## config.mk

```make
export PLATFORM = sky130hd
export DESIGN_NAME = hsi_fifo_level
export DESIGN_NICKNAME = d
export VERILOG_FILES = /design/src/rtl/hsi_mse_pkg.sv /design/src/rtl/fifo_ram.sv /design/src/rtl/hsi_fifo_level.sv
export SDC_FILE = /design/constraint.sdc
export NUM_CORES = 1
export LEC_CHECK = 0
export CORE_ASPECT_RATIO = 0.5
export CORE_MARGIN = 2
export CORE_UTILIZATION = 40
export CTS_BUF_LIST = sky130_fd_sc_hd__clkbuf_2
export DETAILED_ROUTE_END_ITERATION = 6
export GPL_ROUTABILITY_DRIVEN = 0
export HOLD_SLACK_MARGIN = 0.02
export PLACE_DENSITY = 0.61
export SYNTH_ARGS = -nofsm -noshare
export SYNTH_HDL_FRONTEND = slang
export SYNTH_SLANG_ARGS = --single-unit
```

## constraint.sdc

```tcl
create_clock -name clk -period 3.8 [get_ports clk]
set_clock_uncertainty 0.15 [all_clocks]
set_input_delay 0.57 -clock clk [delete_from_list [all_inputs] [get_ports clk]]
set_output_delay 0.57 -clock clk [all_outputs]
set_load 0.01 [all_outputs]
```

## src/rtl/hsi_mse_pkg.sv

```systemverilog
// Shared constants for the MSE datapath buffers.
package hsi_mse_pkg;
  localparam int HSI_FIFO_DEPTH_DEFAULT = 16;
  localparam int HSI_FIFO_AF_MARGIN     = 2;
  localparam int HSI_FIFO_AE_DEFAULT    = 2;
endpackage

```

## src/rtl/fifo_ram.sv

```systemverilog
// FIFO storage: one synchronous write port, one asynchronous read port, no reset.
module fifo_ram #(
  parameter int DATA_WIDTH = 16,
  parameter int DEPTH      = 16,
  parameter int ADDR_WIDTH = $clog2(DEPTH)
) (
  input  logic                  clk,
  input  logic                  we,
  input  logic [ADDR_WIDTH-1:0] waddr,
  input  logic [DATA_WIDTH-1:0] wdata,
  input  logic [ADDR_WIDTH-1:0] raddr,
  output logic [DATA_WIDTH-1:0] rdata
);
  logic [DATA_WIDTH-1:0] mem [DEPTH];

  always_ff @(posedge clk) begin
    if (we) mem[waddr] <= wdata;
  end

  assign rdata = mem[raddr];
endmodule

```

## src/rtl/hsi_fifo_level.sv

```systemverilog
// Synchronous FIFO with fill level, almost-full/empty thresholds and sticky overflow/underflow.
// Define HSI_FIFO_FWFT_EN for first-word-fall-through output; default is registered read.
module hsi_fifo_level
  import hsi_mse_pkg::*;
#(
  parameter int DATA_WIDTH             = 16,
  parameter int FIFO_DEPTH             = HSI_FIFO_DEPTH_DEFAULT,
  parameter int ALMOST_FULL_THRESHOLD  = FIFO_DEPTH - HSI_FIFO_AF_MARGIN,
  parameter int ALMOST_EMPTY_THRESHOLD = HSI_FIFO_AE_DEFAULT
) (
  input  logic                          clk,
  input  logic                          rst_n,
  input  logic                          clear,
  input  logic                          wr_en,
  input  logic [DATA_WIDTH-1:0]         data_in,
  input  logic                          rd_en,
  output logic [DATA_WIDTH-1:0]         data_out,
  output logic                          full,
  output logic                          almost_full,
  output logic                          empty,
  output logic                          almost_empty,
  output logic [$clog2(FIFO_DEPTH):0]   level,
  output logic                          overflow,
  output logic                          underflow
);
  localparam int ADDR_WIDTH  = $clog2(FIFO_DEPTH);
  localparam int LEVEL_WIDTH = ADDR_WIDTH + 1;
  localparam logic [LEVEL_WIDTH-1:0] LVL_FULL = LEVEL_WIDTH'(FIFO_DEPTH);
  localparam logic [LEVEL_WIDTH-1:0] LVL_AF   = LEVEL_WIDTH'(ALMOST_FULL_THRESHOLD);
  localparam logic [LEVEL_WIDTH-1:0] LVL_AE   = LEVEL_WIDTH'(ALMOST_EMPTY_THRESHOLD);

  if (FIFO_DEPTH < 4 || (FIFO_DEPTH & (FIFO_DEPTH - 1)) != 0) begin : g_bad_depth
    $error("hsi_fifo_level: FIFO_DEPTH must be a power of two >= 4");
  end
  if (!(ALMOST_EMPTY_THRESHOLD < ALMOST_FULL_THRESHOLD &&
        ALMOST_FULL_THRESHOLD <= FIFO_DEPTH)) begin : g_bad_thr
    $error("hsi_fifo_level: need AE < AF <= FIFO_DEPTH");
  end

  logic [ADDR_WIDTH-1:0]  wr_ptr_q, wr_ptr_d, rd_ptr_q, rd_ptr_d;
  logic [LEVEL_WIDTH-1:0] level_q, level_d;
  logic                   overflow_q, overflow_d, underflow_q, underflow_d;
  logic                   wr_ok, rd_ok;
  logic [DATA_WIDTH-1:0]  ram_rdata;

  assign full         = (level_q == LVL_FULL);
  assign empty        = (level_q == '0);
  assign almost_full  = (level_q >= LVL_AF);
  assign almost_empty = (level_q <= LVL_AE);
  assign level        = level_q;
  assign overflow     = overflow_q;
  assign underflow    = underflow_q;

  always_comb begin
    rd_ok       = rd_en & ~empty;
    // A read in the same cycle frees the slot, so a write on full still lands.
    wr_ok       = wr_en & (~full | rd_en);
    wr_ptr_d    = wr_ptr_q;
    rd_ptr_d    = rd_ptr_q;
    level_d     = level_q;
    overflow_d  = overflow_q;
    underflow_d = underflow_q;
    if (clear) begin
      wr_ptr_d    = '0;
      rd_ptr_d    = '0;
      level_d     = '0;
      overflow_d  = 1'b0;
      underflow_d = 1'b0;
    end else begin
      if (wr_ok) wr_ptr_d = wr_ptr_q + 1'b1;
      if (rd_ok) rd_ptr_d = rd_ptr_q + 1'b1;
      level_d     = level_q + LEVEL_WIDTH'(wr_ok) - LEVEL_WIDTH'(rd_ok);
      overflow_d  = overflow_q | (wr_en & ~wr_ok);
      underflow_d = underflow_q | (rd_en & ~rd_ok);
    end
  end

  always_ff @(posedge clk or negedge rst_n) begin
    if (!rst_n) begin
      wr_ptr_q    <= '0;
      rd_ptr_q    <= '0;
      level_q     <= '0;
      overflow_q  <= 1'b0;
      underflow_q <= 1'b0;
    end else begin
      wr_ptr_q    <= wr_ptr_d;
      rd_ptr_q    <= rd_ptr_d;
      level_q     <= level_d;
      overflow_q  <= overflow_d;
      underflow_q <= underflow_d;
    end
  end

  fifo_ram #(
    .DATA_WIDTH (DATA_WIDTH),
    .DEPTH      (FIFO_DEPTH),
    .ADDR_WIDTH (ADDR_WIDTH)
  ) u_ram (
    .clk   (clk),
    .we    (wr_ok & ~clear),
    .waddr (wr_ptr_q),
    .wdata (data_in),
    .raddr (rd_ptr_q),
    .rdata (ram_rdata)
  );

`ifdef HSI_FIFO_FWFT_EN
  assign data_out = empty ? '0 : ram_rdata;
`else
  logic [DATA_WIDTH-1:0] data_out_q, data_out_d;

  always_comb begin
    data_out_d = data_out_q;
    if (clear)      data_out_d = '0;
    else if (rd_ok) data_out_d = ram_rdata;
  end

  always_ff @(posedge clk or negedge rst_n) begin
    if (!rst_n) data_out_q <= '0;
    else        data_out_q <= data_out_d;
  end

  assign data_out = data_out_q;
`endif
endmodule

```

==> metrics <==
number of global-route vias before repair=6168; ANT nets after route=0; Slew Viols, Final=0; root buffer cell=clkbuf_2; initial drt markers=485; TNS Setup=0 ns; WS Path Type=flop to output pin; Max VDD drop=0.178 mV; delay-heaviest family, CP=buffers and inverters; Hold Violations, Final=0; CP Capture Type=output pin; CP arrival=2.64 ns; DP Wirelength=14.6 mm; R2R setup slack=0.74 ns; # H-tree levels=3; synthesis-stage register bit count=287; status=finished clean; Crit-path slowest cell=clkdlybuf4s50_1; Syn Nets=just under 600; TritonRoute pass-1 iters=5; DR WL/cell=22.3 um; hold buffer count at CTS=1; worst reg2reg path depth=14; M2 GR Usage=26.0%; setup violators final=0; FF+latch area=8470 um2; Post-Syn Area=11400 um2; sequential power share=55.4%; routed vias=5754; area grow syn2layout=15.3%; largest net degree at the start of global routing=38; RSZ-0062 raised after global routing=false; Crit path depth=5; Switch Pwr=between 1.5 and 2 mW; drc violations=0; Longest Clk Path Bufs=3; Rows=43; leakage power=4.34 nW; Final Util=between 40% and 50%; core box area=27800 um2; Synth warnings=0; worst-path cell chain=inv_1, ha_1, or4b_4, inv_1, clkdlybuf4s50_1; Fill cells=2362; Die ar.=about 30000 um2; normalized max-slew margin=33.9%; Combinational Power Share=15.2%; Total Nets Final=between 700 and 800; Avg Cell Area, Syn=between 20 and 25 um2; Seq/Total Area, Yosys=74.3%; busiest grt layer=met2; count of buffers from port buffering=47; CP required=between 3 and 4 ns; Clk pwr share=between 20 and 30%; multi-input logic area=2750 um2; most frequent CP cell=inv_1; synthesized instance count=549; fin crit share=88.3%; Max-Cap Viols=0; Final min period=3.36 ns; clk_lat worst skew=0.84 ns; grt met1 use=24.1%; post_cts resized=0; # IOs=48; Crit Path Max Fanout=5; pwr dens=509 nW/um2; Hold WC Path Type=input port to asynchronous set/reset pin; Sink Count=287; Post-CTS Setup Bufs=0; die height=123 um; internal power=4.86 mW; Critical path buffers and inverters=3; clock-pin transition on the worst setup and hold timing paths=0.12 ns; DRT Wirelength=24.7 mm; Starting Density=40.9%; Synth cell types=37; Peak Freq=just under 300 MHz; share of layout cells above drive strength 1=33.1%; startpoint types=flop; CP max stage delay=~0.53 ns; M3 GR Usage=5.12%; actual slew at the worst max-slew pin=between 0.9 and 1 ns; Die Span X=approximately 240 um; Net Sw Frac=between 20% and 30%; grt ovf=0; vias per cell=5.21; CTS tree=yes; first-pass GRT wire length=37.5 mm; initial antenna violation count=1; GRT Util Overall=17.3%; CTS Buf Count=68
[final timing paths]
kind | startpoint | to
setup / recovery | level[2]$_DFF_PN0_ | empty
max in group asynchronous | rst_n | rd_ptr_q[2]$_DFFE_PN0P_
min in group clk | underflow$_DFF_PN0_ | underflow$_DFF_PN0_
hold reg to reg | underflow$_DFF_PN0_ | underflow$_DFF_PN0_
setup reg to reg | level[2]$_DFF_PN0_ | level[4]$_DFF_PN0_
hold / removal | rst_n | data_out[6]$_DFFE_PN0P_
[placed cells by master (no fill, tap or decap), drive strengths merged, types with 2 or more instances in the layout]
cell and count:
or3 2, a211oi 2, nand2b 2, dfrtp 31, nand2 9, xnor2 6, xor2 2, o21bai 2
o221ai 16, clkbuf 105, clkdlybuf4s50 46, mux2i 33, nor3 4, mux4 64, inv 17, buf 36
a21oi 6, edfxtp 256, nor2b 2, nor2 24, o21ai 3, nand3b 17, clkinv 9, nand3 3
ha 16
[per-layer routing]
| layer | vias up | part of all wire, % |
|---|---|---|
| li1 | 2523 | - |
| met1 | 3031 | 47 |
| met2 | 168 | 45 |
| met3 | 32 | 5.8 |
| met4 | 0 | 1.8 |
| met5 | - | 0 |
[worst reg2reg max path: stages (launching register included)]
cell and delay (ns):
dfrtp_1 0.45, inv_1 0.13, ha_1 0.18, or4b_4 0.49, nand2_2 0.10, inv_2 0.06
ha_1 0.29, inv_1 0.06, ha_1 0.15, inv_1 0.05, fa_1 0.40, o21bai_1 0.16
a21oi_1 0.09, xnor2_1 0.13, nor2_1 0.05
[stage by stage]
step | area [um2] | total power, mW | cells | setup slack (ns) | hold slack, ns
2_1_floorplan | 11400 | 4.34 | 549 | 0.577 | 0.124
5_1_grt | 13100 | 7.06 | 1105 | 0.234 | 0.207
6_report | 13100 | 6.68 | 1105 | 0.445 | 0.263
3_3_place_gp | 12500 | 4.78 | 985 | 0.590 | 0.329
4_1_cts | 13100 | 6.77 | 1104 | 0.361 | 0.193
3_5_place_dp | 12500 | 4.80 | 985 | 0.552 | 0.362
[state kept, by name, indices dropped and copies added, names as in the netlist]
signal	count
underflow	1
rd_ptr_q	4
level	5
u_ram.mem	256
wr_ptr_q	4
overflow	1
data_out	16
[power by group through the flow]
stage	sequential [mW]	combinational, mW	clock [mW]
6_report	3.70	1.01	1.96
5_1_grt	3.72	1.12	2.22
4_1_cts	3.70	1.03	2.04
3_5_place_dp	3.77	1.02	0
3_3_place_gp	3.77	1.02	0
2_1_floorplan	3.74	0.595	0
[Yosys cell counts]
master / number / area share (%)
dfrtp_1: 31 / 6.8
a31oi_1: 1 / 0.055
fa_1: 1 / 0.18
nand3b_1: 16 / 1.1
ha_1: 16 / 1.8
mux4_2: 64 / 13
o21a_1: 1 / 0.066
nor3_1: 4 / 0.18
o221ai_2: 7 / 0.92
nand3_1: 3 / 0.13
nand2_1: 8 / 0.26
xnor2_1: 6 / 0.46
buf_2: 10 / 0.44
edfxtp_1: 256 / 68
a211oi_1: 2 / 0.13
buf_6: 1 / 0.099
or3_1: 2 / 0.11
xor2_1: 2 / 0.15
a21oi_1: 6 / 0.26
o211ai_1: 1 / 0.066
nand2b_1: 2 / 0.11
nor2_1: 24 / 0.79
o21bai_1: 2 / 0.13
nor2b_1: 2 / 0.11
o21ai_0: 3 / 0.13
nand4bb_1: 1 / 0.099
buf_1: 1 / 0.033
inv_1: 14 / 0.46
nand2_2: 1 / 0.055
clkbuf_1: 7 / 0.23
buf_8: 1 / 0.13
buf_4: 8 / 0.53
o221ai_1: 9 / 0.69
inv_2: 1 / 0.033
or4b_4: 1 / 0.12
nand3b_2: 1 / 0.099
mux2i_1: 33 / 2.9
[layout make-up]
type / instances / area share [%]
Inverter: 15 / 0.429
Timing Repair Buffer: 83 / 5.82
Multi-Input combinational cell: 219 / 20.9
Clock inverter: 13 / 0.601
Clock buffer: 105 / 4.00
Tap cell: 382 / 3.64
Sequential cell: 287 / 64.5
Antenna cell: 1 / 0.0191
[cells by family (layout without fill, tap and decap cells)]
logic type                 count (synthesis)  count (layout)  synth area share [%]
AOI/OAI and AO/OA                         32              32                  2.46
xor gates and xnor gates                   8               8                 0.616
adders and majority gates                 17              17                  1.93
buffers and inverters                     43             216                  1.96
DFF                                      287             287                  74.3
muxes                                     97              97                  15.6
other                                      0               1                     0
and+or+nand+nor                           65              65                  3.12
No activity file was read; power rests on OpenSTA's default activity.
